--- config.mk ---
export PLATFORM = sky130hd
export DESIGN_NAME = demux32_fifo
export DESIGN_NICKNAME = d
export VERILOG_FILES = /design/src/rtl/demux32_fifo.sv
export SDC_FILE = /design/constraint.sdc
export NUM_CORES = 1
export LEC_CHECK = 0
export BUFFER_PORTS_ARGS = -buffer_cell sky130_fd_sc_hd__buf_2
export CAP_MARGIN = 5
export CORE_UTILIZATION = 55
export CTS_BUF_LIST = sky130_fd_sc_hd__clkbuf_4 sky130_fd_sc_hd__clkbuf_8
export CTS_CLUSTER_DIAMETER = 30
export DETAILED_ROUTE_END_ITERATION = 16
export GPL_ROUTABILITY_DRIVEN = 0
export MAX_ROUTING_LAYER = met4
export PLACE_DENSITY_LB_ADDON = 0.1
export REMOVE_ABC_BUFFERS = 1
export SYNTH_ARGS = -nofsm -noshare
export SYNTH_HDL_FRONTEND = slang
export SYNTH_SLANG_ARGS = --single-unit
--- constraint.sdc ---
create_clock -name clk -period 3.95 [get_ports clk]
set_input_delay 0.395 -clock clk [delete_from_list [all_inputs] [get_ports clk]]
set_output_delay 0.395 -clock clk [all_outputs]
set_load 0.02 [all_outputs]
--- src/rtl/demux32_fifo.sv ---
// Routes each 32-bit word on A into one of two output FIFOs chosen by S.
// Latency: a word pushed into an empty queue shows on Yk one cycle after the push edge.
// Backpressure: in_ready drops when the selected queue is full and stays low even if
// that queue pops in the same cycle; each output drains under its own yk_valid/yk_ready handshake.
// Ports: clk, reset (async, active-high); A/S/in_valid/in_ready (input side);
//        Yk/yk_valid/yk_ready (output channel k); lvl0/lvl1 (queue occupancy).
module demux32_fifo #(
    parameter int DEPTH = 2
) (
    input  logic                     clk,
    input  logic                     reset,
    input  logic [31:0]              A,
    input  logic                     S,
    input  logic                     in_valid,
    output logic                     in_ready,
    output logic [31:0]              Y0,
    output logic                     y0_valid,
    input  logic                     y0_ready,
    output logic [31:0]              Y1,
    output logic                     y1_valid,
    input  logic                     y1_ready,
    output logic [$clog2(DEPTH):0]   lvl0,
    output logic [$clog2(DEPTH):0]   lvl1
);

    localparam int AW = $clog2(DEPTH);
    localparam int LW = AW + 1;
    localparam logic [LW-1:0] FULL_LVL = LW'(DEPTH);

    // Storage is never reset: the pointers and levels define what is valid.
    logic [31:0] mem0_q [DEPTH];
    logic [31:0] mem1_q [DEPTH];

    logic [AW-1:0] wp0_q, rp0_q, wp1_q, rp1_q;
    logic [AW-1:0] wp0_d, rp0_d, wp1_d, rp1_d;
    logic [LW-1:0] lvl0_q, lvl1_q;
    logic [LW-1:0] lvl0_d, lvl1_d;

    logic full0, full1;
    logic push0, push1, pop0, pop1;

    assign full0 = (lvl0_q == FULL_LVL);
    assign full1 = (lvl1_q == FULL_LVL);

    // Readiness looks only at the level register, so a pop in the same cycle
    // cannot free a slot for the incoming word.
    assign in_ready = S ? ~full1 : ~full0;

    assign push0 = in_valid & in_ready & ~S;
    assign push1 = in_valid & in_ready &  S;

    assign y0_valid = (lvl0_q != '0);
    assign y1_valid = (lvl1_q != '0);

    assign pop0 = y0_valid & y0_ready;
    assign pop1 = y1_valid & y1_ready;

    // Outputs are forced to zero when empty so stale storage never leaks out.
    assign Y0 = y0_valid ? mem0_q[rp0_q] : 32'h0;
    assign Y1 = y1_valid ? mem1_q[rp1_q] : 32'h0;

    assign lvl0 = lvl0_q;
    assign lvl1 = lvl1_q;

    always_comb begin
        // DEPTH is a power of two, so the natural pointer overflow is the wrap.
        wp0_d  = push0 ? wp0_q + AW'(1) : wp0_q;
        rp0_d  = pop0  ? rp0_q + AW'(1) : rp0_q;
        wp1_d  = push1 ? wp1_q + AW'(1) : wp1_q;
        rp1_d  = pop1  ? rp1_q + AW'(1) : rp1_q;

        lvl0_d = lvl0_q;
        case ({push0, pop0})
            2'b10:   lvl0_d = lvl0_q + LW'(1);
            2'b01:   lvl0_d = lvl0_q - LW'(1);
            default: lvl0_d = lvl0_q;
        endcase

        lvl1_d = lvl1_q;
        case ({push1, pop1})
            2'b10:   lvl1_d = lvl1_q + LW'(1);
            2'b01:   lvl1_d = lvl1_q - LW'(1);
            default: lvl1_d = lvl1_q;
        endcase
    end

    always_ff @(posedge clk or posedge reset) begin
        if (reset) begin
            wp0_q  <= '0;
            rp0_q  <= '0;
            wp1_q  <= '0;
            rp1_q  <= '0;
            lvl0_q <= '0;
            lvl1_q <= '0;
        end else begin
            wp0_q  <= wp0_d;
            rp0_q  <= rp0_d;
            wp1_q  <= wp1_d;
            rp1_q  <= rp1_d;
            lvl0_q <= lvl0_d;
            lvl1_q <= lvl1_d;
        end
    end

    always_ff @(posedge clk) begin
        if (push0) begin
            mem0_q[wp0_q] <= A;
        end
        if (push1) begin
            mem1_q[wp1_q] <= A;
        end
    end

endmodule

==> results of run 1 <==
[logic make-up after synthesis]
logic type	count (synthesis)
flops	136
mux	65
buf+inv	19
simple gates	78
fa+ha+maj	2
xor+xnor	10
[metal layers]
layer,up-vias,global-route usage [%]
met3,4,6.27
met2,86,34.3
met4,0,6.56
met1,1431,25.0
li1,1360,-
met5,-,-
[final timing paths]
kind,start,to,slack [ns],cells past startpoint
max,rp0_q,Y0[22],1.46,3
min,A[30],mem1_q[1][30],0.20,1
max reg2reg,lvl0[0],lvl0[1],1.84,7
min reg2reg,wp0_q,wp0_q,0.56,1
max in group asynchronous,reset,rp0_q,3.20,3
min in group asynchronous,reset,lvl1[0],0.47,3
[state kept, by name, summed over array words and instances (netlist names)]
register,count
mem0_q,64
mem1_q,64
lvl0,2
lvl1,2
rp0_q,1
rp1_q,1
wp0_q,1
wp1_q,1
[final cells by class]
type | instances | area share (%)
clock buffer | 19 | 3.95
clock inverter | 13 | 2.44
inverter | 5 | 0.297
multi-input combinational | 155 | 17.9
sequential | 136 | 64.1
tap | 129 | 2.56
timing repair buffer | 109 | 8.72
[where the power goes]
group,total (uW),internal (uW),switching [uW]
sequential,2080,1810,274
clock,1140,634,504
combinational,1740,647,1100
[through the flow]
step	cell area [um2]	worst slack (ns)	total power (uW)	utilization, %	cells
4_1_cts	6310	1.43	5010	68.0	566
3_3_place_gp	5900	1.87	3840	63.5	533
5_1_grt	6310	1.34	5210	68.0	566
2_1_floorplan	5160	1.31	3230	-	296
3_5_place_dp	5900	1.83	3880	63.5	533
6_report	6310	1.46	4960	68.0	566
[synthesized netlist by cell type]
| cell type | count |
|---|---|
| edfxtp_1 | 128 |
| mux2_2 | 1 |
| xnor2_1 | 6 |
| buf_6 | 6 |
| nand2b_1 | 2 |
| ha_1 | 2 |
| dfrtp_1 | 8 |
| nor2_4 | 2 |
| buf_2 | 6 |
| and2_4 | 2 |
| inv_2 | 2 |
| mux2i_1 | 64 |
| nor2_1 | 70 |
| buf_4 | 2 |
| inv_1 | 3 |
| xor2_1 | 4 |
| nand3b_2 | 1 |
| nand3_2 | 1 |
[worst reg2reg max path: stages (launching register included)]
cell	delay [ns]
dfrtp_1	0.46
nor2_4	0.69
inv_2	0.08
and2_4	0.19
ha_1	0.21
xnor2_1	0.16
nor2_1	0.07
xor2_1	0.14
[layout by cell type (no fill, tap or decap)]
master,count
edfxtp_1,128
buf_2,108
nor2_1,66
mux2i_1,64
clkbuf_8,17
xnor2_1,6
nor2_4,6
dfrtp_1,6
xor2_1,4
clkinv_2,4
inv_1,3
clkinvlp_4,3
bufinv_16,3
nand2b_1,2
inv_2,2
and2_4,2
ha_1,2
clkbuf_4,2
dfrtp_2,2
nand3_2,1
nand3b_2,1
mux2_2,1
clkinv_4,1
clkinv_1,1
inv_6,1
dlygate4sd3_1,1
[repair_timing]
action,4_1_cts,5_1_grt
endpoints found under the hold margin,8,0
setup endpoints to repair,0,0
hold buffers,1,0
==> results.json, run 1 <==
{
  "grt_pass1_vias": 2844,
  "synthSimpleGateAreaFrac_pct": 6.38,
  "final_layout_size_suffix_gt1_share_pct": 35.2,
  "finalSetupViolCount": 0,
  "finalHoldViolations": 0,
  "hpwl_mm": 5.52,
  "synth_top_area_share_pct": 72.8,
  "synthMuxAreaShare_pct": 12.4,
  "synth.distinct_cells": 18,
  "antenna_found_initial": 0,
  "max_stage_delay_ns": 1.07,
  "cp-start-kind": "flip-flop",
  "clk_latency_ns": 0.41,
  "min_period_ns": 2.49,
  "synth_xor_xnor_area_share_pct": 1.66,
  "nFillCells": 685,
  "fin_crit_sh_pct": 62.9,
  "synth.area.top_cells": "edfxtp_1 73%, mux2i_1 12%, nor2_1 5.0%",
  "regArea_um2": 4050,
  "syn_inst": 310,
  "drt-total-wl_mm": 9.34,
  "fin_setup_tns_ns": 0,
  "worst_pin_slew_ns": 1.06,
  "dieArea_um2": 9990,
  "rsz0062_at_grt": "no",
  "whs_ns": 0.199,
  "synthAdderAreaFrac_pct": 0.474,
  "final_max_slew_viol_count": 0,
  "cts.reportedPaths.clkPinSlew_ns": 0.07,
  "die_w_um": 99.9,
  "routed.top_layer": "met4",
  "drt-met1-wl_mm": 4.10,
  "grt_pass1_wl_mm": 14.4,
  "worstPathArrival_ns": 2.09,
  "drc_errors": 0,
  "path_cells": "mux2i_1 -> nor2_1 -> buf_2",
  "p_leak_uw": 0.00254,
  "grt_use_total_pct": 20.9,
  "status": "finished, final reports clean",
  "num-nets-final": 464,
  "multi_input_area_um2": 1130,
  "cts_tree": "yes",
  "cp_num_buf_inv": 1,
  "required_ns": 3.56,
  "ant_nets": 0,
  "route.met2.wl_mm": 4.76,
  "hold_path_class": "in2reg",
  "io_buffers": 108,
  "globalRouteOverflowTotal": 0,
  "grt_max_degree": 34,
  "syn_to_final_growth_pct": 19.6,
  "crit_path_end_kind": "primary output",
  "drtPass1Iterations": 4,
  "clock.fmax_ghz": 0.402,
  "cap_violations": 0,
  "synth_compound_area_share_pct": 0,
  "cts_made_buffers": 17,
  "yosysTopAreaCell": "edfxtp_1",
  "critical_path.top_delay_family": "flip-flops",
  "slowest_stage": "dfrtp_2",
  "routedWlPerCell_um": 16.5,
  "htreeDepth": 4,
  "met3_length_um": 407,
  "ys_warn_count": 0,
  "clkSinkCount": 136,
  "via_per_inst": 5.09,
  "post-cts-setup-buffer-count": 0,
  "ir_worst_vdd_v": 0.000508,
  "path_class": "reg2out",
  "synth_top_family_by_area": "multiplexers",
  "via_count": 2881,
  "cts_resized": 0,
  "ys_ff_latch": 136,
  "initial_utilization_pct": 56.8,
  "diodes": 0,
  "die_h_um": 99.9,
  "clockBufferDepth": 2,
  "std_cell_rows": 35,
  "cts_root_buf": "clkbuf_8",
  "p_per_area_nw_per_um2": 787,
  "core-area_um2": 9280,
  "drt_iter0_drc": 94,
  "slew_headroom_pct": 29.1,
  "path_max_fanout": 33,
  "finalClockSkew_ns": 0.0124,
  "io_pins": 109,
  "synth_area_um2": 5280,
  "ys_seq_area_share_pct": 76.6,
  "syn_avg_cell_area_um2": 17.0
}
Power figures use the tool's default switching activity.
==> inputs of run 2 (changes only) <==
- clock period: 3.95 -> 2.4 ns (I/O delays scaled with it)
==> run 2 against run 1 <==
- sequential cell count unchanged
- die area stayed put
- sequential share of layout area is 1.3 points lower
- register-to-register slack worse by 1.2 ns
- non-clock buffer count up 13
- design area is 2.1% higher
- routed wire length rose by 4.0%
- clock skew shrank 0.0017 ns
- utilization grew 1.4 points
- critical endpoint is now Y0[18]
- largest cell class unchanged
- highest routed layer unchanged
==> results.json, run 2 (synthesized netlist as in run 1, its figures left out) <==
{
  "drt_iter0_drc": 112,
  "routedWlPerCell_um": 16.8,
  "top_regs": "mem0_q: 64 flops, mem1_q: 64 flops",
  "rsz0062_at_grt": "no",
  "dieArea_um2": 9990,
  "p_leak_uw": 0.00262,
  "ir_worst_vdd_v": 0.000652,
  "cts.reportedPaths.clkPinSlew_ns": 0.08,
  "critPathLaunch": "rp0_q",
  "power.share.sequential_pct": 38.8,
  "globalRouteOverflowTotal": 0,
  "most-common-layout-cells": "128 x edfxtp_1, 108 x buf_2, 66 x nor2_1, 64 x mux2i_1, 17 x clkbuf_8",
  "via_per_inst": 5.08,
  "hpwl_mm": 6.10,
  "io_pins": 109,
  "fin_crit_sh_pct": 92.1,
  "intPower_uw": 5180,
  "final-instance-count-excl-fill": 579,
  "reg2reg_to": "mem0_q[0][25]",
  "cap_violations": 0,
  "cts_root_buf": "clkbuf_8",
  "p_switching_uw": 3210,
  "via_count": 2943,
  "dp_worst_setup_slack_ns": 0.603,
  "drt-total-wl_mm": 9.72,
  "finalHoldViolations": 0,
  "finalClockSkew_ns": 0.0107,
  "final_max_slew_viol_count": 0,
  "clock.fmax_ghz": 0.452,
  "path_max_fanout": 17,
  "io_buffers": 108,
  "status": "finished, final reports clean",
  "crit_path_end_kind": "primary output",
  "num-nets-final": 477,
  "ff2ff_path_depth": 4,
  "std_cell_rows": 35,
  "cts_tree": "yes",
  "setup_ws_ns": 0.189,
  "finalSetupViolCount": 0,
  "clk_latency_ns": 0.43,
  "path_class": "reg2out",
  "ant_nets": 0,
  "cts_made_buffers": 17,
  "hold_path_class": "in2reg",
  "r2r_slack_ns": 0.62,
  "core-area_um2": 9280,
  "clkSinkCount": 136,
  "antenna_found_initial": 0,
  "crit_path_end": "Y0[18]",
  "cp-start-kind": "flip-flop",
  "initial_utilization_pct": 56.8,
  "power_frac_clock_pct": 23.5,
  "die_h_um": 99.9,
  "worst_pin_slew_ns": 0.508,
  "syn_to_final_growth_pct": 22.1,
  "combPwrFrac_pct": 37.6,
  "required_ns": 2.16,
  "clockBufferDepth": 2,
  "final_common_cell": "edfxtp_1",
  "grt_max_degree": 33,
  "grt_pass1_vias": 2902,
  "die_w_um": 99.9,
  "regToRegStartpoint": "lvl0[0]",
  "worstPathArrival_ns": 1.97,
  "final_layout_size_suffix_gt1_share_pct": 37.1,
  "grt_pass1_wl_mm": 14.9,
  "dpl.cell_count": 546,
  "grt_use_total_pct": 21.2,
  "swShare_pct": 38.3,
  "diodes": 0,
  "htreeDepth": 4,
  "slew_headroom_pct": 66.2,
  "min_period_ns": 2.21,
  "drtPass1Iterations": 4,
  "drc_errors": 0,
  "p_per_area_nw_per_um2": 1300
}
==> run 2: per-layer routing <==
layer	global-route usage (%)	vias up	wire, um
li1	-	1384	-
met1	26.4	1448	4350
met2	34.6	93	4820
met3	4.74	18	420
met4	7.47	0	129
met5	-	-	0
==> run 2: worst min path at each step <==
stage,endpoint,from,cells after the start,slack (ns)
after floorplan,lvl0[0],reset,1,0.06
after global routing,mem1_q[1][9],A[9],1,0.007
final,mem1_q[1][30],A[30],1,0.02
after CTS,mem1_q[1][30],A[30],1,0.002
after global placement,lvl1[1],reset,2,0.20
after detailed placement,lvl1[1],reset,2,0.20
==> run 2: per-stage QoR <==
step	power [uW]	instance area [um2]	utilization, %	TNS, ns	hold slack [ns]
2_1_floorplan	5320	5160	-	-30.21	0.0557
3_3_place_gp	6470	6010	64.7	0	0.198
3_5_place_dp	6500	6010	64.7	0	0.201
4_1_cts	8470	6440	69.4	0	0.00227
5_1_grt	8780	6440	69.4	0	0.00690
6_report	8390	6440	69.4	0	0.0215
==> run 2: what timing repair did <==
action,in CTS,in global routing
endpoints found under the hold margin,8,0
resized for setup,0,0
hold buffers,1,0
setup buffers,0,0
endpoints found under the setup margin,0,0
==> run 2: power by group through the flow <==
| stage | clock [uW] | sequential [uW] | combinational (uW) |
|---|---|---|---|
| 3_5_place_dp | 0 | 3320 | 3180 |
| 3_3_place_gp | 0 | 3300 | 3160 |
| 6_report | 1970 | 3260 | 3160 |
| 4_1_cts | 2010 | 3270 | 3200 |
| 2_1_floorplan | 0 | 3400 | 1920 |
| 5_1_grt | 2090 | 3300 | 3380 |
==> run 2: final cells by class <==
cell class	instances	area, um2
Fill cell	651	2840
Clock inverter	15	190
Sequential cell	136	4050
Tap cell	129	161
Inverter	5	18.8
Clock buffer	17	234
Timing Repair Buffer	122	661
Multi-Input combinational cell	155	1130
==> run 2: worst max-delay path, stage by stage, from the launching register on <==
cell and delay, ns:
dfrtp_2 0.69, buf_4 0.38, mux2i_1 0.25, nor2_1 0.05
buf_2 0.17
==> inputs of run 3 (changes only) <==
- CORE_UTILIZATION: 55 -> 54
- CTS_BUF_LIST: sky130_fd_sc_hd__clkbuf_4 sky130_fd_sc_hd__clkbuf_8 -> sky130_fd_sc_hd__clkbuf_8 sky130_fd_sc_hd__clkbuf_16
- SLEW_MARGIN: unset -> 40
==> run 3 against run 2 <==
- non-clock buffer count rose by 29
- utilization rose by 4.6 points
- clock power rose by 35%
- sequential cell count did not move
- clock skew rose by 0.0015 ns
- fmax fell by 3.0%
- cell count rose by 5.0%
- combinational power rose by 2%
- routed wire length rose by 5.9%
- worst hold slack improved by 0.023 ns
- critical endpoint is now Y1[4]
- largest cell class unchanged
==> results.json, run 3 (synthesized netlist as in run 1, its figures left out) <==
{
  "status": "finished, final reports clean",
  "cts_tree": "yes",
  "min_period_ns": 2.28,
  "drtPass1Iterations": 4,
  "cp-start-kind": "flip-flop",
  "clock.fmax_ghz": 0.439,
  "power.share.sequential_pct": 35.7,
  "rsz0062_at_grt": "no",
  "diodes": 0,
  "ant_nets": 0,
  "via_per_inst": 4.99,
  "grt_pass1_wl_mm": 15.6,
  "swShare_pct": 36.0,
  "htreeDepth": 4,
  "clkSinkCount": 136,
  "path_max_fanout": 18,
  "crit_path_end_kind": "primary output",
  "combPwrFrac_pct": 35.2,
  "hpwl_mm": 6.00,
  "io_pins": 109,
  "finalClockSkew_ns": 0.0122,
  "die_w_um": 101,
  "grt_use_total_pct": 22.5,
  "ir_worst_vdd_v": 0.000761,
  "grt_max_degree": 33,
  "antenna_found_initial": 0,
  "syn_to_final_growth_pct": 31.4,
  "drt_iter0_drc": 118,
  "finalHoldViolations": 0,
  "p_leak_uw": 0.00283,
  "cts_root_buf": "clkbuf_8",
  "most-common-layout-cells": "128 x edfxtp_1, 108 x buf_2, 66 x nor2_1, 64 x mux2i_1, 33 x dlygate4sd3_1",
  "cts.reportedPaths.clkPinSlew_ns": 0.06,
  "io_buffers": 108,
  "dieArea_um2": 10200,
  "post-cts-setup-buffer-count": 0,
  "cts_made_buffers": 17,
  "worst_pin_slew_ns": 0.600,
  "required_ns": 2.16,
  "die_h_um": 101,
  "num-nets-final": 506,
  "power_frac_clock_pct": 29.2,
  "intPower_uw": 5840,
  "total_power_uw": 9130,
  "clockBufferDepth": 2,
  "clk_latency_ns": 0.52,
  "via_count": 3035,
  "fin_area_um2": 6930,
  "cap_violations": 0,
  "slew_headroom_pct": 60.0,
  "drc_errors": 0,
  "path_class": "reg2out",
  "worstPathArrival_ns": 2.04,
  "whs_ns": 0.0448,
  "final_layout_size_suffix_gt1_share_pct": 34.0,
  "top_regs": "mem0_q: 64 flops, mem1_q: 64 flops",
  "final_common_cell": "edfxtp_1",
  "routedWlPerCell_um": 16.9,
  "drt-total-wl_mm": 10.3,
  "core-area_um2": 9370,
  "p_per_area_nw_per_um2": 1320,
  "initial_utilization_pct": 56.3,
  "grt_pass1_vias": 2977,
  "final_max_slew_viol_count": 0,
  "finalSetupViolCount": 0,
  "p_switching_uw": 3290,
  "std_cell_rows": 35,
  "globalRouteOverflowTotal": 0,
  "hold_path_class": "in2reg",
  "fin_crit_sh_pct": 95.0,
  "placed_area_um2": 5990
}
run 3: area by class of cell:
cell class              instances  area (um2)
repair buffers                151         958
inverters                       5        18.8
well taps                     129         161
multi-input cells             155        1130
fillers                       612        2440
clock inverters                15         204
flip-flops and latches        136        4050
clock buffers                  17         414
run 3: path summary, 6_finish.rpt:
check	start	endpoint	slack (ns)	cells past startpoint
max in group asynchronous	reset	rp1_q	1.94	3
min reg2reg	wp0_q	wp0_q	0.56	1
min	y0_ready	rp0_q	0.04	3
max	rp1_q	Y1[4]	0.12	4
max reg2reg	lvl1[0]	mem1_q[1][20]	0.65	4
min in group asynchronous	reset	lvl1[1]	0.21	3
run 3: power groups by stage:
stage	Combinational [uW]	Sequential, uW	Clock [uW]
after floorplan	1920	3400	0
after global placement	3150	3290	0
after global routing	3460	3300	2800
after CTS	3250	3260	2680
final	3210	3260	2660
after detailed placement	3190	3310	0
run 3: metal layers:
layer / part of all wire [%] / GRT usage (%) / vias up
met5: 0 / - / -
met4: 1.5 / 8.03 / 0
met3: 5.0 / 5.06 / 21
met2: 52 / 37.8 / 103
met1: 41 / 26.9 / 1467
li1: - / - / 1444
run 3: timing repair:
action,in CTS,in global routing
gates resized for setup,0,0
endpoints found under the setup margin,0,0
hold buffers,33,0
hold endpoints to repair,136,0
run 3: critical path, cell delays in order (launching register included):
cell,delay [ns]
dfrtp_2,0.75
buf_12,0.26
mux2i_1,0.24
nor2_1,0.08
buf_2,0.18
run 3: per-stage QoR:
step | utilization [%] | setup slack, ns | setup TNS (ns) | instances
after CTS | 74.0 | 0.111 | 0 | 608
after floorplan | - | -0.242 | -30.21 | 296
after global routing | 74.0 | 0.0192 | 0 | 608
after global placement | 63.9 | 0.656 | 0 | 543
final | 74.0 | 0.120 | 0 | 608
after detailed placement | 63.9 | 0.646 | 0 | 543
